**src/rtl/icache_pkg.sv**
```systemverilog
// rtl/icache_pkg.sv - shared constants and state type for the icache data SRAM controller
package icache_pkg;

   localparam int ICACHE_SETS      = 64;
   localparam int ICACHE_IDX_BITS  = $clog2(ICACHE_SETS);
   localparam int ICACHE_LINE_BITS = 128;
   localparam int FILL_BEAT_BITS   = 64;
   localparam int FILL_BEATS       = ICACHE_LINE_BITS / FILL_BEAT_BITS;
   localparam int ICACHE_WMASKS    = ICACHE_LINE_BITS / 8;

   localparam logic [ICACHE_WMASKS-1:0] BEAT0_WMASK = 16'h00FF;
   localparam logic [ICACHE_WMASKS-1:0] BEAT1_WMASK = 16'hFF00;

   typedef enum logic [1:0] {
      ST_INIT,
      ST_IDLE,
      ST_FILL
   } ctrl_state_e;

endpackage

```
**src/rtl/icache_data_ctrl_if.sv**
```systemverilog
// rtl/icache_data_ctrl_if.sv - fetch read, response and line-fill handshakes of the icache data controller
interface icache_data_ctrl_if #(
   parameter int ADDR_WIDTH = icache_pkg::ICACHE_IDX_BITS,
   parameter int DATA_WIDTH = icache_pkg::ICACHE_LINE_BITS,
   parameter int BEAT_WIDTH = icache_pkg::FILL_BEAT_BITS
);

   logic                  rd_valid;
   logic                  rd_ready;
   logic [ADDR_WIDTH-1:0] rd_idx;
   logic                  rsp_valid;
   logic [DATA_WIDTH-1:0] rsp_data;
   logic                  fill_valid;
   logic                  fill_ready;
   logic [ADDR_WIDTH-1:0] fill_idx;
   logic [BEAT_WIDTH-1:0] fill_data;
   logic                  fill_done;

   modport master (
      output rd_valid, rd_idx, fill_valid, fill_idx, fill_data,
      input  rd_ready, rsp_valid, rsp_data, fill_ready, fill_done
   );

   modport slave (
      input  rd_valid, rd_idx, fill_valid, fill_idx, fill_data,
      output rd_ready, rsp_valid, rsp_data, fill_ready, fill_done
   );

endinterface

```
**src/rtl/icache_data_ctrl.sv**
```systemverilog
// rtl/icache_data_ctrl.sv - owns the icache data SRAM RW port: zeroing sweep, line fills, fetch reads
module icache_data_ctrl
   import icache_pkg::*;
#(
   parameter int ADDR_WIDTH = ICACHE_IDX_BITS,
   parameter int DATA_WIDTH = ICACHE_LINE_BITS,
   parameter int BEAT_WIDTH = FILL_BEAT_BITS,
   parameter int NUM_WMASKS = DATA_WIDTH / 8
) (
   input  logic                  clk,
   input  logic                  rst_n,
   icache_data_ctrl_if.slave     bus,
   output logic                  init_done,
   output logic                  csb0,
   output logic                  web0,
   output logic [NUM_WMASKS-1:0] wmask0,
   output logic [ADDR_WIDTH-1:0] addr0,
   output logic [DATA_WIDTH-1:0] din0,
   input  logic [DATA_WIDTH-1:0] dout0
);

   localparam int BEATS          = DATA_WIDTH / BEAT_WIDTH;
   localparam int BYTES_PER_BEAT = BEAT_WIDTH / 8;
   localparam int BEAT_CNT_W     = (BEATS > 1) ? $clog2(BEATS) : 1;

   localparam logic [ADDR_WIDTH-1:0] LAST_IDX       = '1;
   localparam logic [BEAT_CNT_W-1:0] LAST_BEAT      = BEAT_CNT_W'(BEATS - 1);
   localparam logic [NUM_WMASKS-1:0] BEAT_BASE_MASK = NUM_WMASKS'({BYTES_PER_BEAT{1'b1}});

   ctrl_state_e           state_q, state_d;
   logic [ADDR_WIDTH-1:0] init_cnt_q, init_cnt_d;
   logic [BEAT_CNT_W-1:0] beat_q, beat_d;
   logic [ADDR_WIDTH-1:0] line_idx_q, line_idx_d;
   logic                  init_done_q, init_done_d;
   logic                  rsp_valid_q, rd_accept;
   logic                  fill_done_q, fill_last;

   always_ff @(posedge clk) begin
      if (!rst_n) begin
         state_q     <= ST_INIT;
         init_cnt_q  <= '0;
         beat_q      <= '0;
         line_idx_q  <= '0;
         init_done_q <= 1'b0;
         rsp_valid_q <= 1'b0;
         fill_done_q <= 1'b0;
      end else begin
         state_q     <= state_d;
         init_cnt_q  <= init_cnt_d;
         beat_q      <= beat_d;
         line_idx_q  <= line_idx_d;
         init_done_q <= init_done_d;
         rsp_valid_q <= rd_accept;
         fill_done_q <= fill_last;
      end
   end

   always_comb begin
      state_d        = state_q;
      init_cnt_d     = init_cnt_q;
      beat_d         = beat_q;
      line_idx_d     = line_idx_q;
      init_done_d    = init_done_q;
      rd_accept      = 1'b0;
      fill_last      = 1'b0;
      csb0           = 1'b1;
      web0           = 1'b1;
      wmask0         = '0;
      addr0          = '0;
      din0           = '0;
      bus.rd_ready   = 1'b0;
      bus.fill_ready = 1'b0;

      // Held in reset the macro port must stay idle even though state_q may not be cleared yet.
      if (rst_n) begin
         case (state_q)
            ST_INIT: begin
               csb0       = 1'b0;
               web0       = 1'b0;
               wmask0     = '1;
               addr0      = init_cnt_q;
               init_cnt_d = init_cnt_q + 1'b1;
               if (init_cnt_q == LAST_IDX) begin
                  state_d     = ST_IDLE;
                  init_done_d = 1'b1;
               end
            end
            ST_IDLE: begin
               bus.fill_ready = 1'b1;
               bus.rd_ready   = !bus.fill_valid;
               if (bus.fill_valid) begin
                  csb0       = 1'b0;
                  web0       = 1'b0;
                  addr0      = bus.fill_idx;
                  din0       = {BEATS{bus.fill_data}};
                  wmask0     = BEAT_BASE_MASK;
                  line_idx_d = bus.fill_idx;
                  if (BEATS == 1) begin
                     fill_last = 1'b1;
                  end else begin
                     beat_d  = BEAT_CNT_W'(1);
                     state_d = ST_FILL;
                  end
               end else if (bus.rd_valid) begin
                  csb0      = 1'b0;
                  addr0     = bus.rd_idx;
                  rd_accept = 1'b1;
               end
            end
            ST_FILL: begin
               // Reads stay blocked until the whole line is written.
               bus.fill_ready = 1'b1;
               if (bus.fill_valid) begin
                  csb0   = 1'b0;
                  web0   = 1'b0;
                  addr0  = line_idx_q;
                  din0   = {BEATS{bus.fill_data}};
                  wmask0 = BEAT_BASE_MASK << (32'(beat_q) * BYTES_PER_BEAT);
                  if (beat_q == LAST_BEAT) begin
                     beat_d    = '0;
                     state_d   = ST_IDLE;
                     fill_last = 1'b1;
                  end else begin
                     beat_d = beat_q + 1'b1;
                  end
               end
            end
            default: state_d = ST_INIT;
         endcase
      end
   end

   assign bus.rsp_valid = rsp_valid_q & rst_n;
   assign bus.rsp_data  = dout0;
   assign bus.fill_done = fill_done_q & rst_n;
   assign init_done     = init_done_q & rst_n;

endmodule
```
**src/flat_wrapper.sv**
```systemverilog
// flat-port wrapper written by rule: the top's interface ports become plain ports
module icache_data_ctrl_flat import icache_pkg::*;
#(
   parameter int ADDR_WIDTH = ICACHE_IDX_BITS,
   parameter int DATA_WIDTH = ICACHE_LINE_BITS,
   parameter int BEAT_WIDTH = FILL_BEAT_BITS,
   parameter int NUM_WMASKS = DATA_WIDTH / 8
)
  (clk, rst_n, init_done, csb0, web0, wmask0, addr0, din0, dout0, bus_rd_valid, bus_rd_idx, bus_fill_valid, bus_fill_idx, bus_fill_data, bus_rd_ready, bus_rsp_valid, bus_rsp_data, bus_fill_ready, bus_fill_done);
  icache_data_ctrl_if #(.ADDR_WIDTH(ADDR_WIDTH), .DATA_WIDTH(DATA_WIDTH), .BEAT_WIDTH(BEAT_WIDTH)) bus_i ();
  input  logic clk;
  input  logic rst_n;
  output logic init_done;
  output logic csb0;
  output logic web0;
  output logic [NUM_WMASKS-1:0] wmask0;
  output logic [ADDR_WIDTH-1:0] addr0;
  output logic [DATA_WIDTH-1:0] din0;
  input  logic [DATA_WIDTH-1:0] dout0;
  input wire logic [$bits(bus_i.rd_valid)-1:0] bus_rd_valid;
  input wire logic [$bits(bus_i.rd_idx)-1:0] bus_rd_idx;
  input wire logic [$bits(bus_i.fill_valid)-1:0] bus_fill_valid;
  input wire logic [$bits(bus_i.fill_idx)-1:0] bus_fill_idx;
  input wire logic [$bits(bus_i.fill_data)-1:0] bus_fill_data;
  output wire logic [$bits(bus_i.rd_ready)-1:0] bus_rd_ready;
  output wire logic [$bits(bus_i.rsp_valid)-1:0] bus_rsp_valid;
  output wire logic [$bits(bus_i.rsp_data)-1:0] bus_rsp_data;
  output wire logic [$bits(bus_i.fill_ready)-1:0] bus_fill_ready;
  output wire logic [$bits(bus_i.fill_done)-1:0] bus_fill_done;
  assign bus_i.rd_valid = bus_rd_valid;
  assign bus_i.rd_idx = bus_rd_idx;
  assign bus_i.fill_valid = bus_fill_valid;
  assign bus_i.fill_idx = bus_fill_idx;
  assign bus_i.fill_data = bus_fill_data;
  assign bus_rd_ready = bus_i.rd_ready;
  assign bus_rsp_valid = bus_i.rsp_valid;
  assign bus_rsp_data = bus_i.rsp_data;
  assign bus_fill_ready = bus_i.fill_ready;
  assign bus_fill_done = bus_i.fill_done;
  icache_data_ctrl #(.ADDR_WIDTH(ADDR_WIDTH), .DATA_WIDTH(DATA_WIDTH), .BEAT_WIDTH(BEAT_WIDTH), .NUM_WMASKS(NUM_WMASKS)) u_core (.clk(clk), .rst_n(rst_n), .bus(bus_i), .init_done(init_done), .csb0(csb0), .web0(web0), .wmask0(wmask0), .addr0(addr0), .din0(din0), .dout0(dout0));
endmodule
```
**config.mk**
```make
export PLATFORM = sky130hd
export DESIGN_NAME = icache_data_ctrl_flat
export DESIGN_NICKNAME = d
export VERILOG_FILES = /design/src/rtl/icache_pkg.sv /design/src/rtl/icache_data_ctrl_if.sv /design/src/rtl/icache_data_ctrl.sv /design/src/flat_wrapper.sv
export SDC_FILE = /design/constraint.sdc
export NUM_CORES = 1
export LEC_CHECK = 0
export ABC_AREA = 1
export BUFFER_PORTS_ARGS = -buffer_cell sky130_fd_sc_hd__buf_4
export CAP_MARGIN = 0
export CORE_AREA = 4 4 189 191
export DETAILED_ROUTE_END_ITERATION = 6
export DIE_AREA = 0 0 193 195
export HOLD_SLACK_MARGIN = 0.06
export SETUP_SLACK_MARGIN = 0.2
export SLEW_MARGIN = 40
export SYNTH_ARGS = -nofsm -noshare
export SYNTH_HDL_FRONTEND = slang
export SYNTH_SLANG_ARGS = --single-unit
```
**constraint.sdc**
```tcl
create_clock -name clk -period 3.8 [get_ports clk]
set_clock_uncertainty 0.2 [all_clocks]
set_input_delay 0.57 -clock clk [delete_from_list [all_inputs] [get_ports clk]]
set_output_delay 0.57 -clock clk [all_outputs]
set_load 0.05 [all_outputs]
```
# --- Yosys cells after proc, flatten, opt, wreduce, memory -nomap -nowiden ---
# Cells that the tools add are included.
word_totals:
  regBits: 18
  in_bits: 208
  out_inout_bits: 285
  elab_cells: 66
op_classes:
  addsub: 2
  eq_ne: 7
  shift: 1
  muxes: 34
  bitwise: 5
  n_reduce_logical: 10
ops:
  columns: ["cell", "count"]
  rows:
  - ["2-to-1 mux 128 bit", 3]
  - ["case mux 16 bit (3 select lines)", 1]
  - ["2-to-1 mux 16 bit", 2]
  - ["2-to-1 mux 6 bit", 4]
  - ["case mux 6 bit (3 select lines)", 1]
  - ["<< shifter 8 x 4 -> 16 bit (first input constant)", 1]
  - ["2-to-1 mux 1 bit", 14]
  - ["2-to-1 mux 2 bit", 4]
  - ["2-to-1 mux 8 bit", 1]
  - ["adder 6 x 1 -> 6 bit (second input constant)", 1]
  - ["== test 6 bit (second input constant)", 1]
  - ["case mux 2 bit (3 select lines)", 1]
  - ["AND reduction 3 bit", 2]
  - ["!= test 2 x 1 -> 1 bit (second input constant)", 2]
  - ["!= test 2 bit (second input constant)", 2]
  - ["case mux 1 bit (2 select lines)", 2]
  - ["AND reduction 2 bit", 2]
  - ["AND reduction 4 bit", 1]
  - ["AND 1 bit", 3]
  - ["case mux 1 bit (3 select lines)", 1]
  - ["OR reduction 3 bit", 1]
  - ["== test 2 x 1 -> 1 bit (second input constant)", 1]
  - ["== test 2 bit (second input constant)", 1]
  - ["zero test 2 bit", 1]
  - ["5 further kinds", 6]

# --- Logic depth before layout (Yosys ltp) ---
# Gate-level depths: netlist of run 1.
depth:
  ltp_word: 4
  mapped_depth: 8
  mapped_depth_nobuf: 8

# --- Least setup slack after synthesis of run 1 ---
# No wires, ideal clock.
synth_path:
  kind: "register -> output"
  startpoint: "register u_core.state_q[0]"
  endpoint: "output din0[126]"
  arrival_time_ns: 2.259
  required_time_ns: 3.030
  path_slack_ns: 0.771
  path_stages_with_launch: 8
  path_buffers: 1
  cell_sequence: "dfxtp_1 inv_1 ha_1 nand2_1 inv_1 nand2_1 nor2_1 buf_4"
synth_via:
  elab_chain_len: 4
  word_cells_on_any_way: 5
  cone_classes: "eq/ne (2); mux (2); reduce/logical (1)"
synth_lines:
  columns: ["item", "line", "rtl"]
  rows:
  - ["start: declaration", "icache_data_ctrl.sv:30", "ctrl_state_e state_q, state_d;"]
  - ["start signal: assignment", "icache_data_ctrl.sv:48", "state_q <= state_d;"]
  - ["== test 2 x 1 -> 1 bit / == test 2 bit (equally long branches)", "icache_data_ctrl.sv:76", "case (state_q)"]
  - ["OR reduction 2 bit (no source line) (*)", null, null]
  - ["2-to-1 mux 128 bit (*)", null, null]
  - ["2-to-1 mux 128 bit (*)", "icache_data_ctrl.sv:75", "if (rst_n) begin"]
  - ["end: declaration", "flat_wrapper.sv:18", "output logic [DATA_WIDTH-1:0] din0;"]
# Every way passes the cells marked *; elsewhere a longest branch is shown, timed or not.

# --- Worst setup path in the final report of run 1 ---
layout_path:
  startpoint: "register u_core.state_q[0]"
  endpoint: "output din0[51]"
# The elaborated chain is that of the path after synthesis.

==> results.py, run 1 <==
metrics = {
    "synth": {
        "synthSimpleGateAreaFrac_pct": 18.1,
        "synth_top_cell_area_share_pct": 49.8,
        "synth-seq-cells": 18,
        "ys_types": 18,
        "synthCells": 495,
        "synth_top_family_by_area": "buffers and inverters",
        "synthTopCellsByArea": "buf_4 (50%), dfxtp_1 (12%), nor2_1 (11%)",
        "yosysTopAreaCell": "buf_4",
        "muxShareOfSynthArea_pct": 0,
        "synth_xor_area_share_pct": 0,
        "synth_compound_area_share_pct": 5.52,
        "syn_area_um2": 3110,
        "seq_area_frac_synth_pct": 11.6,
        "synth-adder-area-share_pct": 2.82,
        "yosys_warnings": 0,
        "syn_nets": 710,
        "syn_area_per_cell_um2": 6.27,
    },
    "routing": {
        "drt-pass1-iter-count": 4,
        "routed_wirelength_um": 12500,
        "wire_per_inst_um": 12.8,
        "ant_nets": 0,
        "drt-initial-drc-count": 87,
        "via_per_inst": 2.92,
        "vias": 2851,
        "drc_errors": 0,
    },
    "run": {
        "cap_violations": 0,
    },
    "setup_path": {
        "required_ps": 3030,
        "cpLargestDelayFamily": "buffers and inverters",
        "path_class": "flip-flop to primary output",
        "worst_path_largest_cell_delay_ps": 410,
        "crit_chain": "inv_1 -> ha_1 -> nand2_1 -> nor2_2 -> inv_2 -> buf_12 -> nor2_1 -> buf_4",
        "crit_fanout": 35,
        "critPathLaunchType": "flip-flop",
        "cpMaxStageDelayCell": "dfxtp_1",
        "crit_arrival_ps": 2330,
        "crit_path_end_kind": "primary output",
        "crit_buf_inv": 4,
    },
    "power_and_ir_drop": {
        "vdd_ir_drop_max_mv": 0.148,
        "seq_power_share_pct": 32.9,
        "internal_power_w": 0.000429,
        "swShare_pct": 27.3,
        "p_comb_share_pct": 27.7,
        "switching_power_w": 0.000161,
        "p_per_area_nw_per_um2": 150,
        "p_clk_share_pct": 39.4,
        "p_leak_nw": 2.24,
    },
    "sta": {
        "rsz0062_at_grt": "no",
        "relSlewSlack_pct": 61.6,
        "finalSetupTns_ps": 0,
        "setup_viol": 0,
        "period_share_pct": 81.7,
        "hold_viol": 0,
        "worst_pin_slew_ps": 577,
        "clock.fmax_mhz": 322,
        "final_max_slew_viol_count": 0,
        "whs_ps": 272,
        "post-route-min-period_ps": 3100,
    },
    "finish": {
        "nFillCells": 3939,
        "final_util_pct": 11.6,
        "final_common_cell": "buf_4",
        "diodes": 0,
        "layout-drive-gt1-share_pct": 48.0,
        "fin_nets": 739,
        "layout_common_cells": "buf_4 (237), nor2_1 (87), inv_1 (75)",
        "syn2layout_area_growth_pct": 27.0,
        "fin_area_um2": 3940,
        "instances_no_fill": 978,
    },
    "die": {
        "num_rows": 68,
        "pin_count": 493,
        "dieWidth_um": 193,
        "die_area_um2": 37600,
        "die_h_um": 195,
        "core_area_um2": 34100,
        "initial_core_util_pct": 9.10,
    },
    "global_routing": {
        "gr-total-overflow": 0,
        "antenna_found_initial": 0,
        "grtUsageTotal_pct": 5.45,
        "grt_pass1_wl_um": 15500,
        "grt_pass1_vias": 2564,
        "grt_max_degree": 36,
    },
    "clock_network": {
        "root_buffer": "clkbuf_16",
        "cts_resized": 0,
        "clk_pin_slew_ps": 50,
        "postCtsHoldBufs": 0,
        "cts_num_sinks": 18,
        "cts_tree": "built",
        "cts_max_path_buffers": 2,
        "h-tree-depth": 1,
        "numCtsBuffers": 3,
        "post-cts-setup-buffer-count": 0,
        "clk_latency_ps": 250,
    },
    "placement": {
        "post_dp_cell_area_um2": 3850,
        "hpwlAfterDp_um": 10900,
        "place.gp.congestion": 0.778,
        "portBuffers": 236,
        "dpl.cell_count": 974,
    },
    "run_status": {
        "status": "complete, no violations",
    },
    "hold_path": {
        "worstHoldPathType": "flip-flop to flip-flop",
    },
}
-- flip-flops by register name, indices dropped and copies added, names as in the netlist --
name and cells:
u_core.beat_q 1, u_core.fill_done_q 1, u_core.init_cnt_q 6, u_core.init_done_q 1, u_core.line_idx_q 6, u_core.rsp_valid_q 1, u_core.state_q 2
-- tightest hold or removal path, stage by stage, from the launching register on --
cell and delay (ps):
dfxtp_1 310, nand2_1 60, a21oi_1 50
-- layer usage --
layer,track usage [%],vias to the layer above,part of all wire (%)
li1,-,1302,-
met1,5.76,1193,36
met2,8.41,338,41
met3,4.77,14,21
met4,0.367,4,0.30
met5,1.99,-,0.74
-- through the flow --
step	setup WS, ps	power [W]
after floorplan	771	0.000644
after detailed placement	893	0.000361
after CTS	619	0.000594
after global placement	941	0.000361
after global routing	515	0.000613
final	697	0.000590
-- cells in the mapped netlist, drive strengths merged --
library cell,count
a31oi,3
nor3,1
a21oi,19
buf,214
o21ai,7
o21bai,2
dfxtp,18
nand3,10
nor2,88
inv,80
nand2,45
ha,7
o31ai,1
-- power by group through the flow --
stage	Combinational (W)	Clock (W)	Sequential, W
2_1_floorplan	0.000447	0	0.000198
3_3_place_gp	0.000163	0	0.000198
3_5_place_dp	0.000163	0	0.000198
4_1_cts	0.000164	0.000235	0.000194
5_1_grt	0.000175	0.000243	0.000195
6_report	0.000163	0.000232	0.000194
-- worst paths after layout --
path                        startpoint              endpoint  slack (ps)  cells past startpoint
hold / removal    u_core.line_idx_q[0]  u_core.line_idx_q[0]         270                      2
hold reg to reg   u_core.line_idx_q[0]  u_core.line_idx_q[0]         270                      2
setup / recovery     u_core.state_q[0]              din0[51]         700                      8
setup reg to reg     u_core.state_q[0]  u_core.init_cnt_q[5]        1920                      7
-- cell type report --
type                    instances  area, um^2  area share [%]
clock buffers                   4        88.8            2.25
inverters                      80         300            7.62
repair buffers                238        1800            45.6
multi-input cells             183         825            20.9
well taps                     455         569            14.4
flip-flops and latches         18         360            9.14
-- logic make-up after synthesis --
family          Yosys count
buf+inv                 294
compound gates           32
simple gates            144
fa+ha+maj                 7
flops                    18
No activity file was read; power rests on OpenSTA's default activity.
==> run 2: changes to the inputs <==
--- a/config.mk
+++ b/config.mk
@@ -5,7 +5,7 @@
 export SDC_FILE = /design/constraint.sdc
 export NUM_CORES = 1
 export LEC_CHECK = 0
-export ABC_AREA = 1
+export ABC_AREA = 0
 export BUFFER_PORTS_ARGS = -buffer_cell sky130_fd_sc_hd__buf_4
 export CAP_MARGIN = 0
 export CORE_AREA = 4 4 189 191
==> constraint.sdc (replaced) <==
create_clock -name clk -period 2.58 [get_ports clk]
set_clock_uncertainty 0.2 [all_clocks]
set_input_delay 0.387 -clock clk [delete_from_list [all_inputs] [get_ports clk]]
set_output_delay 0.387 -clock clk [all_outputs]
set_load 0.05 [all_outputs]
==> run 2 against run 1 <==
- final area increased by 38%
- worst hold slack got worse by 67 ps
- via count decreased by 5.9%
- clock power increased by 50%
- largest cell class unchanged
- highest routed layer unchanged
==> results.py, run 2 <==
metrics = {
    "global_routing": {
        "grt_max_degree": 20,
        "gr-total-overflow": 0,
        "antenna_found_initial": 0,
        "grt_pass1_vias": 2644,
        "grtUsageTotal_pct": 7.23,
        "grt_pass1_wl_um": 19700,
    },
    "setup_path": {
        "critPathLaunchType": "flip-flop",
        "crit_arrival_ps": 1820,
        "crit_path_end_kind": "primary output",
        "path_class": "flip-flop to primary output",
        "crit_fanout": 8,
        "worst_path_largest_cell_delay_ps": 370,
        "required_ps": 1990,
        "crit_chain": "inv_4 -> ha_4 -> and3_4 -> buf_6 -> buf_12 -> buf_16 -> and2_4 -> buf_8",
        "cpMaxStageDelayCell": "dfxtp_4",
    },
    "synth": {
        "syn_area_per_cell_um2": 7.42,
        "synth_top_cell_area_share_pct": 51.1,
        "ys.flop_type": "dfxtp_1",
        "ys_async_sr_fraction_pct": 0,
        "synth-seq-cells": 18,
        "yosysTopAreaCell": "buf_4",
        "seq_area_frac_synth_pct": 11.9,
        "yosys_warnings": 0,
        "synthTopCellsByArea": "buf_4 (51%), and2_1 (15%), dfxtp_1 (12%)",
        "syn_nets": 623,
        "syn_area_um2": 3030,
        "synth-edff-count": 0,
        "ys_types": 28,
        "synthTopCellsByCount": "buf_4 (206), and2_1 (75), nand2_1 (28)",
        "synthCells": 408,
        "yosysMostFrequentCell": "buf_4",
    },
    "die": {
        "dieWidth_um": 193,
        "die_h_um": 195,
        "initial_core_util_pct": 8.87,
        "die_area_um2": 37600,
        "pin_count": 493,
        "core_area_um2": 34100,
        "num_rows": 68,
    },
    "finish": {
        "layout-drive-gt1-share_pct": 78.1,
        "diodes": 0,
        "reg_top3": "u_core.init_cnt_q (6), u_core.line_idx_q (6), u_core.state_q (2)",
        "fin_nets": 663,
        "final_common_cell": "buf_8",
        "layout_common_cells": "buf_8 (119), buf_4 (108), and2_4 (67)",
        "syn2layout_area_growth_pct": 79.7,
    },
    "clock_network": {
        "clk_pin_slew_ps": 50,
        "root_buffer": "clkbuf_16",
        "cts_tree": "built",
        "numCtsBuffers": 3,
        "clk_latency_ps": 250,
        "postCtsHoldBufs": 0,
        "cts_num_sinks": 18,
        "cts_max_path_buffers": 2,
        "h-tree-depth": 1,
    },
    "routing": {
        "ant_nets": 0,
        "drt-pass1-iter-count": 6,
        "routed_wirelength_um": 16300,
        "drc_errors": 0,
        "wire_per_inst_um": 18.1,
        "vias": 2683,
        "via_per_inst": 2.97,
        "drt-initial-drc-count": 151,
    },
    "power_and_ir_drop": {
        "vdd_ir_drop_max_mv": 0.234,
        "p_comb_share_pct": 27.7,
        "seq_power_share_pct": 32.6,
        "p_clk_share_pct": 39.7,
        "switching_power_w": 0.000238,
        "internal_power_w": 0.000637,
        "p_per_area_nw_per_um2": 161,
        "swShare_pct": 27.2,
        "p_leak_nw": 2.34,
    },
    "placement": {
        "hpwlAfterDp_um": 12100,
        "dp_slack_ps": 200,
        "place.gp.congestion": 0.737,
        "portBuffers": 236,
    },
    "hold_path": {
        "worstHoldPathType": "input pin to flip-flop",
    },
    "sta": {
        "hold_viol": 0,
        "fin_ws_ps": 170,
        "rsz0062_at_grt": "yes",
        "setup_viol": 0,
        "clock.fmax_mhz": 415,
        "post-route-min-period_ps": 2410,
        "worst_pin_slew_ps": 357,
        "period_share_pct": 93.4,
        "relSlewSlack_pct": 76.2,
        "finalSetupTns_ps": 0,
        "whs_ps": 206,
        "final_max_slew_viol_count": 0,
    },
    "run_status": {
        "status": "complete, no violations",
    },
    "run": {
        "cap_violations": 0,
    },
}
run 2: what timing repair did:
item,in CTS,in global routing
gates cloned,5,1
setup endpoints to repair,151,148
resized for setup,202,95
pin swaps,15,50
setup buffers,8,0
run 2: cells by family (layout without fill, tap and decap cells):
family	after synthesis	count (layout)	share of synthesized area [%]
multiplexers	4	4	1.36
buffers and inverters	225	264	53.6
AND/OR/NAND/NOR	122	122	22.4
AO/OA/AOI/OAI	28	28	6.69
flip-flops	18	18	11.9
XOR/XNOR	4	4	1.16
adder cells (fa/ha/maj)	7	7	2.89
run 2: worst paths after layout:
kind,startpoint,end,slack [ps],cells after the start
worst max-delay path,u_core.state_q[0],din0[76],170,8
worst min-delay path,bus_fill_idx[3],u_core.line_idx_q[3],210,3
worst max register to register,u_core.state_q[0],u_core.init_cnt_q[5],800,6
worst min register to register,u_core.init_done_q,u_core.init_done_q,260,1
run 2: stage by stage:
step | area, um^2 | power, W | cells | util, %
finish | 5440 | 0.000875 | 902 | 15.9
detailed placement | 4020 | 0.000527 | 884 | 11.8
CTS | 5060 | 0.000889 | 901 | 14.8
floorplan | 3220 | 0.000936 | 408 | -
global route | 5440 | 0.000912 | 902 | 15.9
global placement | 4020 | 0.000526 | 884 | 11.8
run 2: cell type report:
cell class	count	area, um^2
clock buffers	4	88.8
fillers	3756	28700
inverters	3	13.8
multi-input cells	165	1300
flip-flops and latches	18	368
well taps	455	569
repair buffers	257	3100
run 2: per-layer routing:
metal  vias up  share of wire, %  routed length [um]  GRT usage, %
met5         -              0.26                  43         0.928
met4         2              0.66                 107         0.892
li1       1153                 -                   -             -
met2       293                43                7020          10.5
met3        14                21                3430          6.51
met1      1221                35                5720          8.08
run 2: worst max-delay path, delay by kind of cell (launching register included):
family	cells	cell delay (ps)
buffers and inverters	5	550
and+or+nand+nor	2	400
DFF	1	370
adders and majority gates	1	250
run 2: power by group through the flow:
| stage | clock network [W] | logic (W) | registers, W |
|---|---|---|---|
| floorplan | 0 | 0.000645 | 0.000292 |
| global placement | 0 | 0.000233 | 0.000293 |
| detailed placement | 0 | 0.000234 | 0.000293 |
| CTS | 0.000361 | 0.000243 | 0.000285 |
| global route | 0.000368 | 0.000259 | 0.000286 |
| finish | 0.000348 | 0.000243 | 0.000285 |
